## src/rtl/mac_accum.sv

```systemverilog
// Frame accumulator for the signed multiplier stage: sums LEN products per frame
// and holds each frame sum behind a valid/ready handshake until it is taken.
module mac_accum #(
    parameter int N     = 9,
    parameter int LEN   = 8,
    parameter int ACC_W = 2*N + $clog2(LEN)
) (
    input  logic                     clk,
    input  logic                     rst,
    input  logic                     clr,
    input  logic signed [2*N-1:0]    prod,
    input  logic                     prod_valid,
    output logic                     prod_ready,
    output logic signed [ACC_W-1:0]  acc_out,
    output logic                     acc_valid,
    input  logic                     acc_ready,
    output logic [$clog2(LEN):0]     cnt
);

    localparam int CNT_W     = $clog2(LEN) + 1;
    localparam int MIN_ACC_W = 2*N + $clog2(LEN);
    localparam logic [CNT_W-1:0] LAST_CNT = CNT_W'(LEN - 1);

    typedef enum logic {ACCUM, HOLD} state_t;

    state_t                    state;
    state_t                    state_next;
    logic signed [ACC_W-1:0]   sum;
    logic signed [ACC_W-1:0]   prod_ext;
    logic signed [ACC_W-1:0]   sum_plus;
    logic                      take;
    logic                      last;

    // Handshake outputs come from the state register only, so acc_ready never
    // reaches prod_ready combinationally.
    always_comb begin
        prod_ext   = {{(ACC_W - 2*N){prod[2*N-1]}}, prod};
        sum_plus   = sum + prod_ext;
        take       = (state == ACCUM) && prod_valid && !clr;
        last       = (cnt == LAST_CNT);
        state_next = state;
        prod_ready = 1'b0;
        acc_valid  = 1'b0;
        case (state)
            ACCUM: begin
                prod_ready = 1'b1;
                if (take && last) state_next = HOLD;
            end
            HOLD: begin
                acc_valid = 1'b1;
                if (acc_ready) state_next = ACCUM;
            end
        endcase
    end

    always_ff @(posedge clk) begin
        if (rst) state <= ACCUM;
        else     state <= state_next;
    end

    // clr only aborts a partial frame; a completed sum waiting in HOLD survives it.
    always_ff @(posedge clk) begin
        if (rst) begin
            sum     <= '0;
            cnt     <= '0;
            acc_out <= '0;
        end else if (state == ACCUM) begin
            if (clr) begin
                sum <= '0;
                cnt <= '0;
            end else if (take) begin
                if (last) begin
                    acc_out <= sum_plus;
                    sum     <= '0;
                    cnt     <= '0;
                end else begin
                    sum <= sum_plus;
                    cnt <= cnt + CNT_W'(1);
                end
            end
        end
    end

    always_ff @(posedge clk) begin
        assert (ACC_W >= MIN_ACC_W && LEN >= 2)
            else $error("mac_accum: ACC_W too narrow for LEN products, or LEN < 2");
    end

endmodule

```

## config.mk

```make
export PLATFORM = sky130hd
export DESIGN_NAME = mac_accum
export DESIGN_NICKNAME = d
export VERILOG_FILES = /design/src/rtl/mac_accum.sv
export SDC_FILE = /design/constraint.sdc
export NUM_CORES = 1
export LEC_CHECK = 0
export ABC_AREA = 1
export BUFFER_PORTS_ARGS = -buffer_cell sky130_fd_sc_hd__buf_2
export CORE_MARGIN = 2
export CORE_UTILIZATION = 62
export CTS_CLUSTER_DIAMETER = 40
export CTS_CLUSTER_SIZE = 25
export DETAILED_ROUTE_END_ITERATION = 10
export PLACE_DENSITY_LB_ADDON = 0.15
export SLEW_MARGIN = 20
export SYNTH_ARGS = -nofsm -noshare
export SYNTH_HDL_FRONTEND = slang
export SYNTH_SLANG_ARGS = --single-unit
```

## constraint.sdc

```tcl
create_clock -name clk -period 3.6 [get_ports clk]
set_input_delay 0.36 -clock clk [delete_from_list [all_inputs] [get_ports clk]]
set_output_delay 0.36 -clock clk [all_outputs]
set_load 0.005 [all_outputs]
```

==> results.cfg, run 1 <==
[drt]
num_vias = 3186
firstDrtPassIters = 4
wl_per_cell_microns = 12.7
drt_wl_total_microns = 8010
drt_iter0_drc = 129
vias_per_cell = 5.07
ant_nets = 0
drc = 0

[global_route]
grt_pass1_vias = 2809
track_usage_pct = 29.0
grt_pass1_wl_microns = 12600
grt_antenna_before_repair = 0
overflow = 0
grt_max_degree = 41

[min_path]
hold_path_depth = 4
hold_end = cnt[1]$_SDFFE_PP0P_
hold_path_class = in2reg
min_from = clr

[final_layout]
nNetsFinal = 603
final_cell_area_sq_um = 3530
final_cell_count_no_fill = 629
nFillCells = 496
drive_gt1_share_pct = 13.4
area_delta_synth_final_pct = 11.2
antenna_cells = 0

[placement]
dp.cells = 621
post_dp_cell_area_sq_um = 3440
io_buffers = 49
routabilityCongestion = 0.915
dp_slack_ps = 1460
hpwl_microns = 6240

[sta]
period_minus_slack_ps = 2130
finalSetupViolCount = 0
drv_slew = 0
max-slew-margin-rel_pct = 45.1
timing.hold.ws_ps = 341
finClkSkew_ps = 14.5
min_period_over_period_pct = 59.2
rsz0062_at_grt = false
final.setup.worst_slack_ps = 1470
hold_viol = 0
fmax_ghz = 0.469
worst_pin_slew_ps = 823
finalSetupTns_ps = 0

[cts]
numCtsBuffers = 5
clk_latency_ps = 310
h-tree-depth = 2
cts_resized = 0
root_buffer = clkbuf_8
post_cts_buffers = 0
postCtsHoldBufs = 0
path_clk_slew_ps = 100
clockBufferDepth = 2
cts_tree = built
clkSinkCount = 47

[synthesis]
ys_seq_elements = 47
synth_top_family_by_area = simple AND/OR/NAND/NOR gates
syn_area_per_cell_sq_um = 6.19
synth_nets = 558
synth.largest_area_cell = dfxtp_1
synth_cell_types = 31
yosysWarnings = 0
synthAdderAreaFrac_pct = 8.91
synth-compound-area-share_pct = 10.9
synth_xor_area_share_pct = 2.21
syn_area_sq_um = 3170
synthCells = 513
synthSimpleGateAreaFrac_pct = 35.7
muxShareOfSynthArea_pct = 0
yosys-top-cells-area = dfxtp_1 30%, nand2_1 19%, inv_1 10%
synth_top_area_share_pct = 29.7
seq_area_frac_synth_pct = 29.7

[setup_path]
crit_type = reg2reg
regToRegStartpoint = cnt[0]$_SDFFE_PP0P_
r2r_cells = 8
end_kind = register
crit_arrival_ps = 2390
crit_path_start_kind = register
reg2reg_to = acc_out[14]$_SDFFE_PP0P_
cp.required_ps = 3860
r2r_setup_slack_ps = 1470
worstPathMaxFanout = 33

[power_and_ir_drop]
p_int_mw = 0.747
pwr-share-clk_pct = 30.4
p_switching_mw = 0.347
max-vdd-ir-drop_uv = 278
p_sw_share_pct = 31.7
comb_power_share_pct = 20.4
seq_power_share_pct = 49.3
powerDensity_nw_per_um2 = 310
p_leak_nw = 2.04

[die]
die_w_microns = 75.5
start_util_pct = 63.3
core_area_sq_um = 5010
rows = 26
ioPinCount = 50
fp.dieH_microns = 75.5
die-area_sq_um = 5710

[run_status]
status = completed

[flow_run]
drv_cap = 0
per-stage QoR:
stage / util [%] / power, mW
after CTS: 70.4 / 1.10
after global placement: 68.6 / 0.766
final: 70.4 / 1.09
after floorplan: - / 0.712
after global routing: 70.4 / 1.14
after detailed placement: 68.6 / 0.770
power groups by stage:
stage / sequential, mW / combinational, mW / clock [mW]
finish: 0.539 / 0.223 / 0.332
global route: 0.540 / 0.251 / 0.354
CTS: 0.539 / 0.221 / 0.342
detailed placement: 0.551 / 0.219 / 0
global placement: 0.550 / 0.217 / 0
floorplan: 0.549 / 0.163 / 0
flip-flops by register name, indices dropped and copies added (netlist names):
name     count
acc_out     21
sum         21
cnt          4
state        1
metal layers:
metal | part of all wire, % | vias up | track usage (%)
met5 | 0 | - | 0
met4 | 1.5 | 0 | 7.60
met3 | 5.9 | 11 | 4.37
met2 | 47 | 90 | 50.2
met1 | 46 | 1411 | 37.8
li1 | - | 1674 | -
synthesized netlist by cell type, drive strengths merged:
| master | instances |
|---|---|
| nand2 | 169 |
| inv | 86 |
| nor2 | 60 |
| dfxtp | 47 |
| a21oi | 41 |
| nand3 | 36 |
| ha | 21 |
| o21ai | 17 |
| buf | 8 |
| xor2 | 6 |
| a21o | 3 |
| and2 | 3 |
| clkbuf | 3 |
| a211oi | 2 |
| nand4 | 2 |
| nor3 | 2 |
| or2 | 2 |
| xnor2 | 2 |
| dlymetal6s2s | 1 |
| fa | 1 |
| o21a | 1 |
cells by family (layout without fill, tap and decap cells):
logic type	count (synthesis)	after routing
buffers and inverters	98	144
flip-flops	47	47
adder cells (fa/ha/maj)	22	22
AND/OR/NAND/NOR	274	274
XOR/XNOR	8	8
AO/OA/AOI/OAI	64	64
worst max-delay path, stage by stage (launching register included):
cell     delay [ps]
dfxtp_1         410
ha_1            180
nand2_1          70
nor2_1          170
nand2_1         330
inv_2           550
o21ai_0         150
a21o_1          180
inv_1            40
cell usage in the layout, fill, tap and decap left out, drive strengths merged, types with 3 or more instances in the layout:
cell type,n
and2,3
xor2,6
inv,87
nand3,36
nand2,169
buf,50
o21ai,17
ha,21
dfxtp,47
a21o,3
a21oi,41
nor2,60
clkbuf,5
final cells by class:
class	instances	area [sq um]	share of cell area, %
Clock buffer	5	68.8	1.95
Inverter	86	323	9.15
Clock inverter	3	22.5	0.639
Sequential cell	47	941	26.7
Multi-Input combinational cell	368	1830	51.9
Tap cell	70	87.6	2.48
Timing Repair Buffer	50	253	7.17
worst max path at each step:
stage	endpoint	slack [ps]	start
6_report	acc_out[14]$_SDFFE_PP0P_	1470	cnt[0]$_SDFFE_PP0P_
3_5_place_dp	acc_out[14]$_SDFFE_PP0P_	1460	prod[0]
4_1_cts	acc_out[14]$_SDFFE_PP0P_	1480	cnt[0]$_SDFFE_PP0P_
3_3_place_gp	acc_out[14]$_SDFFE_PP0P_	1520	prod[0]
2_1_floorplan	acc_out[16]$_SDFFE_PP0P_	1790	prod[0]
5_1_grt	acc_out[12]$_SDFFE_PP0P_	1210	cnt[0]$_SDFFE_PP0P_
Power figures use the tool's default switching activity.
==> inputs of run 2 (changes only) <==
Settings changed: CORE_UTILIZATION 62 to 52.
Clock period 3.6 ns to 1.95 ns, I/O delays scaled along.
==> results.cfg, run 2 (synthesis results as in run 1) <==
[cts]
h-tree-depth = 2
cts_tree = built
postCtsHoldBufs = 0
clkSinkCount = 47
clk_latency_ps = 300
numCtsBuffers = 5
root_buffer = clkbuf_8
clockBufferDepth = 2
path_clk_slew_ps = 100

[global_route]
grt_max_degree = 25
overflow = 0
grt_pass1_wl_microns = 12800
grt_antenna_before_repair = 0
grt_pass1_vias = 2901
track_usage_pct = 24.8

[die]
ioPinCount = 50
fp.dieH_microns = 82.1
rows = 28
die_w_microns = 82.1
start_util_pct = 53.6
die-area_sq_um = 6740
core_area_sq_um = 5920

[drt]
vias_per_cell = 4.94
wl_per_cell_microns = 12.4
drt_iter0_drc = 171
drt_wl_total_microns = 8020
drc = 0
firstDrtPassIters = 7
ant_nets = 0
num_vias = 3193

[sta]
min_period_over_period_pct = 95.1
final.setup.worst_slack_ps = 95.9
max-slew-margin-rel_pct = 71.8
finalSetupViolCount = 0
hold_viol = 0
fmax_ghz = 0.539
worst_pin_slew_ps = 423
finClkSkew_ps = 9.29
drv_slew = 0
period_minus_slack_ps = 1850
rsz0062_at_grt = true

[min_path]
hold_path_depth = 4
hold_path_class = in2reg
hold_end = state$_SDFF_PP0_
min_from = acc_ready

[power_and_ir_drop]
powerDensity_nw_per_um2 = 613
max-vdd-ir-drop_uv = 330
p_leak_nw = 2.12

[setup_path]
r2r_cells = 14
crit_arrival_ps = 2070
crit_type = reg2reg
crit_path_start_kind = register
reg2reg_to = acc_out[14]$_SDFFE_PP0P_
end_kind = register
r2r_setup_slack_ps = 100
regToRegStartpoint = sum[0]$_SDFFE_PP0P_
worstPathMaxFanout = 4
cp.required_ps = 2170

[run_status]
status = completed

[final_layout]
layout_common_cells = 162 x nand2_1, 83 x inv_1, 53 x nor2_1, 49 x buf_2, 46 x dfxtp_1
seqCellArea_sq_um = 942
post-route-util_pct = 63.2
area_delta_synth_final_pct = 17.9
nNetsFinal = 615
drive_gt1_share_pct = 17.7
top_regs = acc_out x21, sum x21, cnt x4
multiInputGateArea_sq_um = 1890
nFillCells = 572
final_common_cell = nand2_1
antenna_cells = 0

[flow_run]
drv_cap = 0

[placement]
io_buffers = 49
dp_slack_ps = -23.0
routabilityCongestion = 0.945
hpwl_microns = 6210
run 2: final cells by class:
| type | instances | area share (%) |
|---|---|---|
| sequential | 47 | 25.2 |
| inverter | 86 | 8.63 |
| clock buffer | 6 | 1.94 |
| tap | 75 | 2.51 |
| clock inverter | 2 | 1.61 |
| timing repair buffer | 62 | 9.50 |
| multi-input combinational | 368 | 50.6 |
run 2: critical path, stage by stage (launching register included):
cell and delay (ps):
dfxtp_2 360, ha_4 140, inv_2 40, fa_2 400, inv_2 90, nand3_4 70
nand2_4 100, nand2_2 50, nand2_2 90, nand3_2 90, nand2_1 70, nand2_1 60
nand2_1 70, a21o_1 100, inv_1 30
run 2: worst max-delay path by stage:
stage                        startpoint                       end  slack, ps
floorplan           sum[0]$_SDFFE_PP0P_  acc_out[16]$_SDFFE_PP0P_        180
global placement    sum[0]$_SDFFE_PP0P_  acc_out[14]$_SDFFE_PP0P_         60
detailed placement  sum[0]$_SDFFE_PP0P_  acc_out[14]$_SDFFE_PP0P_        -20
CTS                 sum[0]$_SDFFE_PP0P_  acc_out[14]$_SDFFE_PP0P_         40
global route        sum[0]$_SDFFE_PP0P_  acc_out[16]$_SDFFE_PP0P_        -20
finish              sum[0]$_SDFFE_PP0P_  acc_out[14]$_SDFFE_PP0P_        100
run 2: routing by layer:
layer	GRT usage, %	routed length, microns	vias up
met5	0	0	-
met4	9.00	121	0
met3	3.91	448	11
met2	40.6	3720	83
met1	33.0	3730	1402
li1	-	-	1697
run 2: through the flow:
stage          hold slack [ps]  cells  power (mW)  TNS [ps]  area [sq um]
4_1_cts                    180    644        2.30         0          3660
5_1_grt                    185    646        2.41     -72.7          3740
6_report                   181    646        2.29         0          3740
2_1_floorplan              374    513        1.31         0          3170
3_5_place_dp               465    635        1.43     -44.9          3520
3_3_place_gp               456    635        1.43         0          3520
run 2: repair_timing:
action,CTS,global route
resized for setup,1,17
setup buffers,1,2
endpoints found under the hold margin,0,0
setup endpoints to repair,6,13
pin swaps,1,6
run 2: report_power, final:
group	total (mW)	internal [mW]	switching, mW
sequential	0.995	0.981	0.0138
combinational	0.434	0.155	0.279
clock	0.864	0.513	0.351
total	2.29	1.65	0.644
